### src/rtl/fetch_pkg.sv
// Shared pipeline definitions for decode and fetch: PC target encodings,
// fixed vectors and the fetch FSM state type.
package fetch_pkg;

    typedef enum logic [1:0] {
        SEL_PCIMD2EXT = 2'b00,
        SEL_REGA      = 2'b01,
        SEL_PCINDEX   = 2'b10,
        SEL_EXCEPTION = 2'b11
    } pc_sel_t;

    typedef enum logic {
        ST_RST   = 1'b0,
        ST_FETCH = 1'b1
    } fetch_state_t;

    localparam logic [31:0] NOP_WORD         = 32'h0000_0000;
    localparam logic [31:0] RESET_VECTOR     = 32'h0000_0000;
    localparam logic [31:0] EXCEPTION_VECTOR = 32'h0000_0040;
    localparam logic [31:0] PC_STEP          = 32'h0000_0004;

    // Sequential successor; wraps modulo 2^32 with no alignment check.
    function automatic logic [31:0] next_seq_pc(input logic [31:0] pc);
        return pc + PC_STEP;
    endfunction

endpackage

### src/rtl/fetch_pc_select.sv
// Redirect target mux: picks the new PC from the decode-supplied candidates
// or the fixed exception vector.
module pc_select
    import fetch_pkg::*;
(
    input  logic [1:0]  selpctype,
    input  logic [31:0] pcimd2ext,
    input  logic [31:0] rega,
    input  logic [31:0] pcindex,
    output logic [31:0] target
);

    always_comb begin
        target = pcimd2ext;
        case (pc_sel_t'(selpctype))
            SEL_PCIMD2EXT: target = pcimd2ext;
            SEL_REGA:      target = rega;
            SEL_PCINDEX:   target = pcindex;
            SEL_EXCEPTION: target = EXCEPTION_VECTOR;
            default:       target = pcimd2ext;
        endcase
    end

endmodule

### src/rtl/fetch.sv
// Instruction fetch stage: drives the instruction-memory request from the PC,
// fills the IF/ID register and applies delayed-branch redirects.
//
// state    | meaning
// ---------+-----------------------------------------------------------
// ST_RST   | just out of reset, no memory request, waiting one edge
// ST_FETCH | request at pc every cycle; ready completes it into IF/ID
module fetch
    import fetch_pkg::*;
(
    input  logic        clock,
    input  logic        reset,
    input  logic        id_if_selpcsource,
    input  logic [1:0]  id_if_selpctype,
    input  logic [31:0] id_if_pcimd2ext,
    input  logic [31:0] id_if_rega,
    input  logic [31:0] id_if_pcindex,
    output logic        if_mc_en,
    output logic [31:0] if_mc_addr,
    input  logic [31:0] mc_if_data,
    input  logic        mc_if_ready,
    output logic [31:0] if_id_instruc,
    output logic [31:0] if_id_nextpc
);

    fetch_state_t state, state_nxt;
    logic [31:0]  pc, pc_nxt;
    logic [31:0]  pend_pc, pend_pc_nxt;
    logic         pend_valid, pend_valid_nxt;
    logic [31:0]  instruc_nxt, nextpc_nxt;
    logic [31:0]  target;
    logic [31:0]  seq_pc;

    pc_select u_pc_select (
        .selpctype (id_if_selpctype),
        .pcimd2ext (id_if_pcimd2ext),
        .rega      (id_if_rega),
        .pcindex   (id_if_pcindex),
        .target    (target)
    );

    assign seq_pc     = next_seq_pc(pc);
    assign if_mc_addr = pc;

    always_comb begin
        state_nxt      = state;
        pc_nxt         = pc;
        pend_pc_nxt    = pend_pc;
        pend_valid_nxt = pend_valid;
        instruc_nxt    = if_id_instruc;
        nextpc_nxt     = if_id_nextpc;
        if_mc_en       = 1'b0;

        case (state)
            ST_RST: begin
                state_nxt = ST_FETCH;
            end
            ST_FETCH: begin
                if_mc_en = 1'b1;
                if (mc_if_ready) begin
                    // The word arriving now is the delay slot of any redirect,
                    // so it is always delivered; a live redirect beats a pending one.
                    instruc_nxt    = mc_if_data;
                    nextpc_nxt     = seq_pc;
                    pend_valid_nxt = 1'b0;
                    if (id_if_selpcsource) begin
                        pc_nxt = target;
                    end else if (pend_valid) begin
                        pc_nxt = pend_pc;
                    end else begin
                        pc_nxt = seq_pc;
                    end
                end else begin
                    instruc_nxt = NOP_WORD;
                    if (id_if_selpcsource) begin
                        pend_pc_nxt    = target;
                        pend_valid_nxt = 1'b1;
                    end
                end
            end
            default: begin
                state_nxt = ST_RST;
            end
        endcase
    end

    always_ff @(posedge clock or negedge reset) begin
        if (!reset) begin
            state         <= ST_RST;
            pc            <= RESET_VECTOR;
            pend_pc       <= 32'h0000_0000;
            pend_valid    <= 1'b0;
            if_id_instruc <= NOP_WORD;
            if_id_nextpc  <= 32'h0000_0000;
        end else begin
            state         <= state_nxt;
            pc            <= pc_nxt;
            pend_pc       <= pend_pc_nxt;
            pend_valid    <= pend_valid_nxt;
            if_id_instruc <= instruc_nxt;
            if_id_nextpc  <= nextpc_nxt;
        end
    end

endmodule

### config.mk
export PLATFORM = sky130hd
export DESIGN_NAME = fetch
export DESIGN_NICKNAME = d
export VERILOG_FILES = /design/src/rtl/fetch_pkg.sv /design/src/rtl/fetch_pc_select.sv /design/src/rtl/fetch.sv
export SDC_FILE = /design/constraint.sdc
export NUM_CORES = 1
export LEC_CHECK = 0
export ABC_AREA = 0
export BUFFER_PORTS_ARGS = -buffer_cell sky130_fd_sc_hd__buf_2
export CORE_UTILIZATION = 45
export CTS_CLUSTER_DIAMETER = 150
export DETAILED_ROUTE_END_ITERATION = 8
export PLACE_DENSITY = 0.77
export SYNTH_ARGS = -nofsm -noshare
export SYNTH_HDL_FRONTEND = slang
export SYNTH_SLANG_ARGS = --single-unit
### constraint.sdc
create_clock -name clock -period 2 [get_ports clock]
set_input_delay 0.2 -clock clock [delete_from_list [all_inputs] [get_ports clock]]
set_output_delay 0.2 -clock clock [all_outputs]
set_load 0.1 [all_outputs]
==> reports/results.tsv, run 1 <==
stage	metric	value	unit
global_routing	GRT Util Overall	0.257	
layout	Fill cells	1288	
clocking	CTS tree	yes	
sta	minimum clock period	1850	ps
power	Internal	6.15	mW
placement	Routability Congestion	0.893	
floorplanning	Die ar.	16000	um2
global_routing	Remaining Overflow, GRT	0	
placement	Port Buffers	230	
global_routing	pin count of the biggest net entering global routing	65	
power	static leakage	4.43	nW
logic_synthesis	register area share after synthesis	0.467	
logic_synthesis	fraction of registers with async set/reset	1.00	
power	switching part of the total power	0.454	
run_status	run status	completed	
sta	unrepaired setup endpoints after global routing	false	
routing	Post-Route WL	19.8	mm
routing	Wirelength per Cell	16.4	um
sta	Hold Vio Cnt, Final	0	
logic_synthesis	synth unique cells	55	
logic_synthesis	Seq cells post-synth	130	
clocking	H-tree depth	4	
worst_setup_path	R2R setup slack	150	ps
sta	Final Hold Slack	12.9	ps
logic_synthesis	mean area per synthesized cell	8.94	um2
power	maximum vdd ir drop	0.000689	V
routing	via count	6533	
routing	Remaining DRCs	0	
worst_setup_path	startpoint types	register	
sta	FMAX	540	MHz
sta	final cycle utilization of the critical path	0.926	
sta	worst-margin pin slew	532	ps
sta	clock skew	6.36	ps
global_routing	antenna violations before repair	0	
sta	fin. max-slew vios	0	
power	Gate power share	0.389	
power	sequential share of power	0.318	
routing	DR iter-0 viols	434	
logic_synthesis	prevailing post-synth register cell	dfrtp_1	
worst_hold_path	Hold Crit Class	primary input to register	
logic_synthesis	Mapped Nets	915	
clocking	cts bufs inserted	17	
logic_synthesis	synthesized area	6970	um2
worst_setup_path	CP Max Fanout	9	
floorplanning	Die Y	126	um
logic_synthesis	post-synth top area share	0.467	
routing	drt first pass iters	8	
placement	DP Cell Count	1169	
layout	ant diodes	0	
worst_setup_path	WP data arrival	2150	ps
clocking	Setup Buffers After CTS	0	
placement	dpl hpwl	14.7	mm
logic_synthesis	cell taking the most area after synthesis	dfrtp_1	
clocking	clock buffer depth	2	
clocking	Worst-path clk slew	60	ps
routing	vias per inst	5.43	
floorplanning	Die W	126	um
worst_setup_path	CP Cell Sequence	ha_4 -> and3_4 -> nand3_4 -> nor4_4 -> o21ai_1 -> a221o_1	
layout	Post-Layout Cell Count	1203	
sta	endpoints failing setup	0	
layout	Area Overhead vs Synth	31.3	%
power	Pwr Density	1230	nW/um2
floorplanning	core box area	15100	um2
run	max cap viols	0	
worst_setup_path	CP Capture Type	register	
logic_synthesis	Post-synth EDFFs	0	
logic_synthesis	Commonest cells post-synth	dfrtp_1, o21ai_0, nand2_1	
clocking	Root Buffer Master	clkbuf_16	
floorplanning	Ports	231	
clocking	clock insertion delay at the later pin of the skew report	420	ps
worst_setup_path	Crit-path slowest cell	dfrtp_4	
clocking	clk sinks	130	
logic_synthesis	Synth area leaders	dfrtp_1, o21ai_0, mux2i_1, nand2_1, a21oi_1	
logic_synthesis	Synth Instances	780	
power	Switch Pwr	5.12	mW
logic_synthesis	warnings from Yosys	0	
layout	nets	1137	
worst_setup_path	Worst Path Required	2300	ps
floorplanning	initial core utilization	0.460	
global_routing	vias in the first global route	6029	
sta	Rel. slew slack	0.648	
global_routing	first-pass GRT wire length	31.7	mm
worst_setup_path	slowest stage delay, CP	470	ps
routing	DRT antenna net count	0	
worst_setup_path	CP Class	register to register	
floorplanning	Cell Rows	45	
logic_synthesis	most frequent cell after synthesis	dfrtp_1	
power	total chip power	11.3	mW
layout	share of layout cells above drive strength 1	0.346	
power	clock power share	0.293	
## power by group through the flow
stage | clock network, mW | logic, mW | registers, mW
after global routing | 3.47 | 4.58 | 3.66
after detailed placement | 0 | 4.38 | 3.62
final | 3.30 | 4.38 | 3.59
after CTS | 3.33 | 4.39 | 3.58
after global placement | 0 | 4.35 | 3.60
after floorplan | 0 | 1.01 | 6.04
## final timing paths
| kind | end | depth (start not counted) | start |
|---|---|---|---|
| worst max-delay path | if_mc_addr[28] | 6 | if_mc_addr[2] |
| worst min-delay path | if_id_instruc[12] | 3 | mc_if_data[12] |
| worst max register to register | if_mc_addr[28] | 6 | if_mc_addr[2] |
| worst min register to register | if_id_nextpc[17] | 2 | if_id_nextpc[17] |
| max in group asynchronous | state | 3 | reset |
| min in group asynchronous | if_id_instruc[7] | 2 | reset |
## state kept, by name, indices dropped and copies added (netlist names)
register,flops
if_id_instruc,32
if_id_nextpc,32
if_mc_addr,32
pend_pc,32
pend_valid,1
state,1
## routing by layer
metal / GRT usage / wire (um) / up-vias
met5: 0 / 0 / -
met2: 0.396 / 9150 / 265
met1: 0.357 / 8840 / 3059
met3: 0.0569 / 1350 / 32
li1: - / - / 3177
met4: 0.0907 / 440 / 0
## per-stage QoR
stage | worst slack (ps) | setup TNS [ps] | cell area, um2 | utilization
global placement | 197 | 0 | 8490 | 0.561
finish | 149 | 0 | 9150 | 0.604
detailed placement | 163 | 0 | 8490 | 0.561
floorplan | -29.6 | -48.6 | 7070 | -
CTS | 82.6 | 0 | 9150 | 0.604
global route | 34.3 | 0 | 9150 | 0.604
## worst max-delay path: cells and delay by family (launching register included)
kind                       cells  cell delay (ps)
and+or+nand+nor                3              690
AOI/OAI and AO/OA              2              410
DFF                            1              470
adders and majority gates      1              160
## kinds of logic after synthesis
family / share of synthesized area
AO/OA/AOI/OAI: 0.194
other: 0.000538
multiplexers: 0.0661
XOR/XNOR: 0.0352
AND/OR/NAND/NOR: 0.179
buffers and inverters: 0.0571
flip-flops: 0.467
adder cells (fa/ha/maj): 0.00179
## repair_timing
action                                 CTS  global route
setup endpoints to repair                1             1
endpoints found under the hold margin   31             0
hold buffers                             2             0
resized for setup                        1             1
## cell usage in the layout, fill, tap and decap left out, drive strengths merged, types with 5 or more instances in the layout
cell type | Yosys | final
or2 | 5 | 5
a22o | 6 | 6
and3 | 8 | 8
o2bb2ai | 5 | 5
nand3 | 44 | 44
xnor2 | 17 | 17
o211ai | 7 | 7
buf | 21 | 260
nand4 | 9 | 9
a2bb2oi | 7 | 7
mux2 | 8 | 8
inv | 40 | 40
a211oi | 13 | 13
xor2 | 11 | 11
dfrtp | 130 | 130
a21oi | 55 | 55
clkbuf | 38 | 24
nor2 | 58 | 58
a221o | 5 | 5
mux2i | 37 | 37
and4 | 6 | 6
nor2b | 7 | 7
nand2 | 96 | 96
o21ai | 108 | 108
## final cells by class
cell class | count | area, um2 | share of cell area
timing repair buffer | 262 | 1460 | 0.159
inverter | 40 | 150 | 0.0164
tap | 188 | 235 | 0.0257
clock inverter | 8 | 123 | 0.0134
multi-input combinational | 551 | 3350 | 0.367
sequential | 130 | 3320 | 0.363
clock buffer | 24 | 512 | 0.0559
(Power assumes the default switching activity.)
==> run 2, diff against run 1 <==
--- a/config.mk
+++ b/config.mk
@@ -11,6 +11,7 @@
 export CTS_CLUSTER_DIAMETER = 150
 export DETAILED_ROUTE_END_ITERATION = 8
 export PLACE_DENSITY = 0.77
+export SETUP_SLACK_MARGIN = 0.4
 export SYNTH_ARGS = -nofsm -noshare
 export SYNTH_HDL_FRONTEND = slang
 export SYNTH_SLANG_ARGS = --single-unit
==> reports/results.tsv, run 2 (same netlist as run 1, synthesis figures left out) <==
stage	metric	value	unit
worst_setup_path	Top Family by Delay on Critical Path	flip-flops	
run	max cap viols	0	
floorplanning	initial core utilization	0.460	
placement	Port Buffers	230	
sta	Rel. slew slack	0.648	
worst_setup_path	WP data arrival	2050	ps
layout	nets	1194	
sta	unrepaired setup endpoints after global routing	true	
worst_setup_path	most frequent CP cell	buf_6	
sta	clock skew	8.63	ps
floorplanning	Cell Rows	45	
clocking	CTS tree	yes	
power	maximum vdd ir drop	0.000629	V
layout	Fill cells	1167	
power	Pwr Density	1170	nW/um2
worst_setup_path	Crit-path slowest cell	dfrtp_4	
sta	final worst setup slack	230	ps
clocking	cts bufs inserted	17	
floorplanning	core box area	15100	um2
global_routing	Remaining Overflow, GRT	0	
power	total chip power	11.7	mW
layout	Util after Layout	0.661	
floorplanning	Ports	231	
sta	FMAX	565	MHz
worst_setup_path	CP Cell Sequence	ha_4 -> nand3_4 -> buf_6 -> nor2_4 -> buf_6 -> nand2_2 -> mux2i_1 -> o211ai_1	
routing	DR iter-0 viols	661	
sta	endpoints failing setup	0	
run_status	run status	completed	
global_routing	pin count of the biggest net entering global routing	65	
routing	vias per inst	5.68	
worst_setup_path	CP bufs+invs	2	
clocking	clock insertion delay at the later pin of the skew report	420	ps
placement	dpl hpwl	15.1	mm
floorplanning	Die W	126	um
layout	footprint of the multi-input gates	3640	um2
layout	share of layout cells above drive strength 1	0.420	
layout	Area Overhead vs Synth	43.6	%
worst_hold_path	Hold Crit Class	primary input to register	
clocking	clk sinks	130	
floorplanning	Die ar.	16000	um2
clocking	clock buffer depth	2	
floorplanning	Die Y	126	um
routing	Wirelength per Cell	18.7	um
sta	final cycle utilization of the critical path	0.885	
layout	ant diodes	0	
global_routing	vias in the first global route	6690	
sta	fin. max-slew vios	0	
routing	Post-Route WL	23.5	mm
layout	commonest non-fill, non-tap cell in the layout	buf_2	
global_routing	GRT Util Overall	0.280	
layout	commonest non-fill, non-tap cells in the layout	buf_2, dfrtp_1, nand2_1	
layout	Reg area	3360	um2
global_routing	antenna violations before repair	1	
sta	Fin Setup TNS	0	ps
global_routing	first-pass GRT wire length	34.6	mm
worst_setup_path	CP Capture Type	register	
clocking	Worst-path clk slew	60	ps
sta	Hold Vio Cnt, Final	0	
placement	pre-CTS setup slack	164	ps
worst_setup_path	slowest stage delay, CP	510	ps
clocking	H-tree depth	4	
worst_setup_path	CP Max Fanout	4	
placement	Routability Congestion	0.847	
power	static leakage	4.83	nW
clocking	Root Buffer Master	clkbuf_16	
routing	via count	7153	
worst_setup_path	startpoint types	register	
worst_setup_path	Worst Path Required	2280	ps
sta	minimum clock period	1770	ps
sta	worst-margin pin slew	532	ps
sta	Final Hold Slack	5.63	ps
routing	DRT antenna net count	0	
routing	Remaining DRCs	0	
worst_setup_path	CP Class	register to register	
routing	drt first pass iters	8	
[run 2: final cells by class]
type                       count  share of cell area
multi-input combinational    551               0.364
sequential                   130               0.336
timing repair buffer         319               0.202
clock buffer                  19              0.0443
tap                          188              0.0235
clock inverter                12              0.0160
inverter                      40              0.0150
[run 2: final timing paths]
kind                            startpoint           endpoint  slack (ps)  depth (start not counted)
max                          if_mc_addr[2]     if_mc_addr[22]         230                          8
min                         mc_if_data[24]  if_id_instruc[24]           6                          3
max reg2reg                  if_mc_addr[2]     if_mc_addr[22]         230                          8
min reg2reg                if_id_nextpc[0]    if_id_nextpc[0]         470                          2
max in group asynchronous            reset      if_mc_addr[0]         980                          3
min in group asynchronous            reset   if_id_nextpc[27]         300                          2
[run 2: timing repair]
| item | CTS | global route |
|---|---|---|
| gates cloned | 0 | 1 |
| endpoints found under the setup margin | 36 | 50 |
| hold buffers | 2 | 0 |
| pin swaps | 16 | 27 |
| buffers inserted | 36 | 20 |
| resized for setup | 26 | 46 |
| endpoints found under the hold margin | 32 | 0 |
[run 2: per-layer routing]
metal,global-route usage,routed length [um],up-vias
li1,-,-,3285
met1,0.350,9420,3386
met2,0.451,11200,384
met3,0.0755,1850,96
met4,0.133,1100,2
met5,0,14,-
[run 2: per-stage QoR]
| stage | instances | area (um2) |
|---|---|---|
| floorplan | 780 | 7220 |
| global placement | 1169 | 8650 |
| detailed placement | 1169 | 8650 |
| CTS | 1238 | 9650 |
| global route | 1259 | 10000 |
| finish | 1259 | 10000 |
[run 2: power breakdown]
group          switching [mW]  internal (mW)
logic                    3.78           1.14
registers               0.444           3.18
clock network            1.20           1.99
[run 2: worst reg2reg max path: cells and delay by family, from the launching register on]
kind | cells | cell delay [ps]
flip-flops | 1 | 510
AO/OA/AOI/OAI | 1 | 140
adder cells (fa/ha/maj) | 1 | 190
AND/OR/NAND/NOR | 3 | 250
multiplexers | 1 | 300
buffers and inverters | 2 | 240
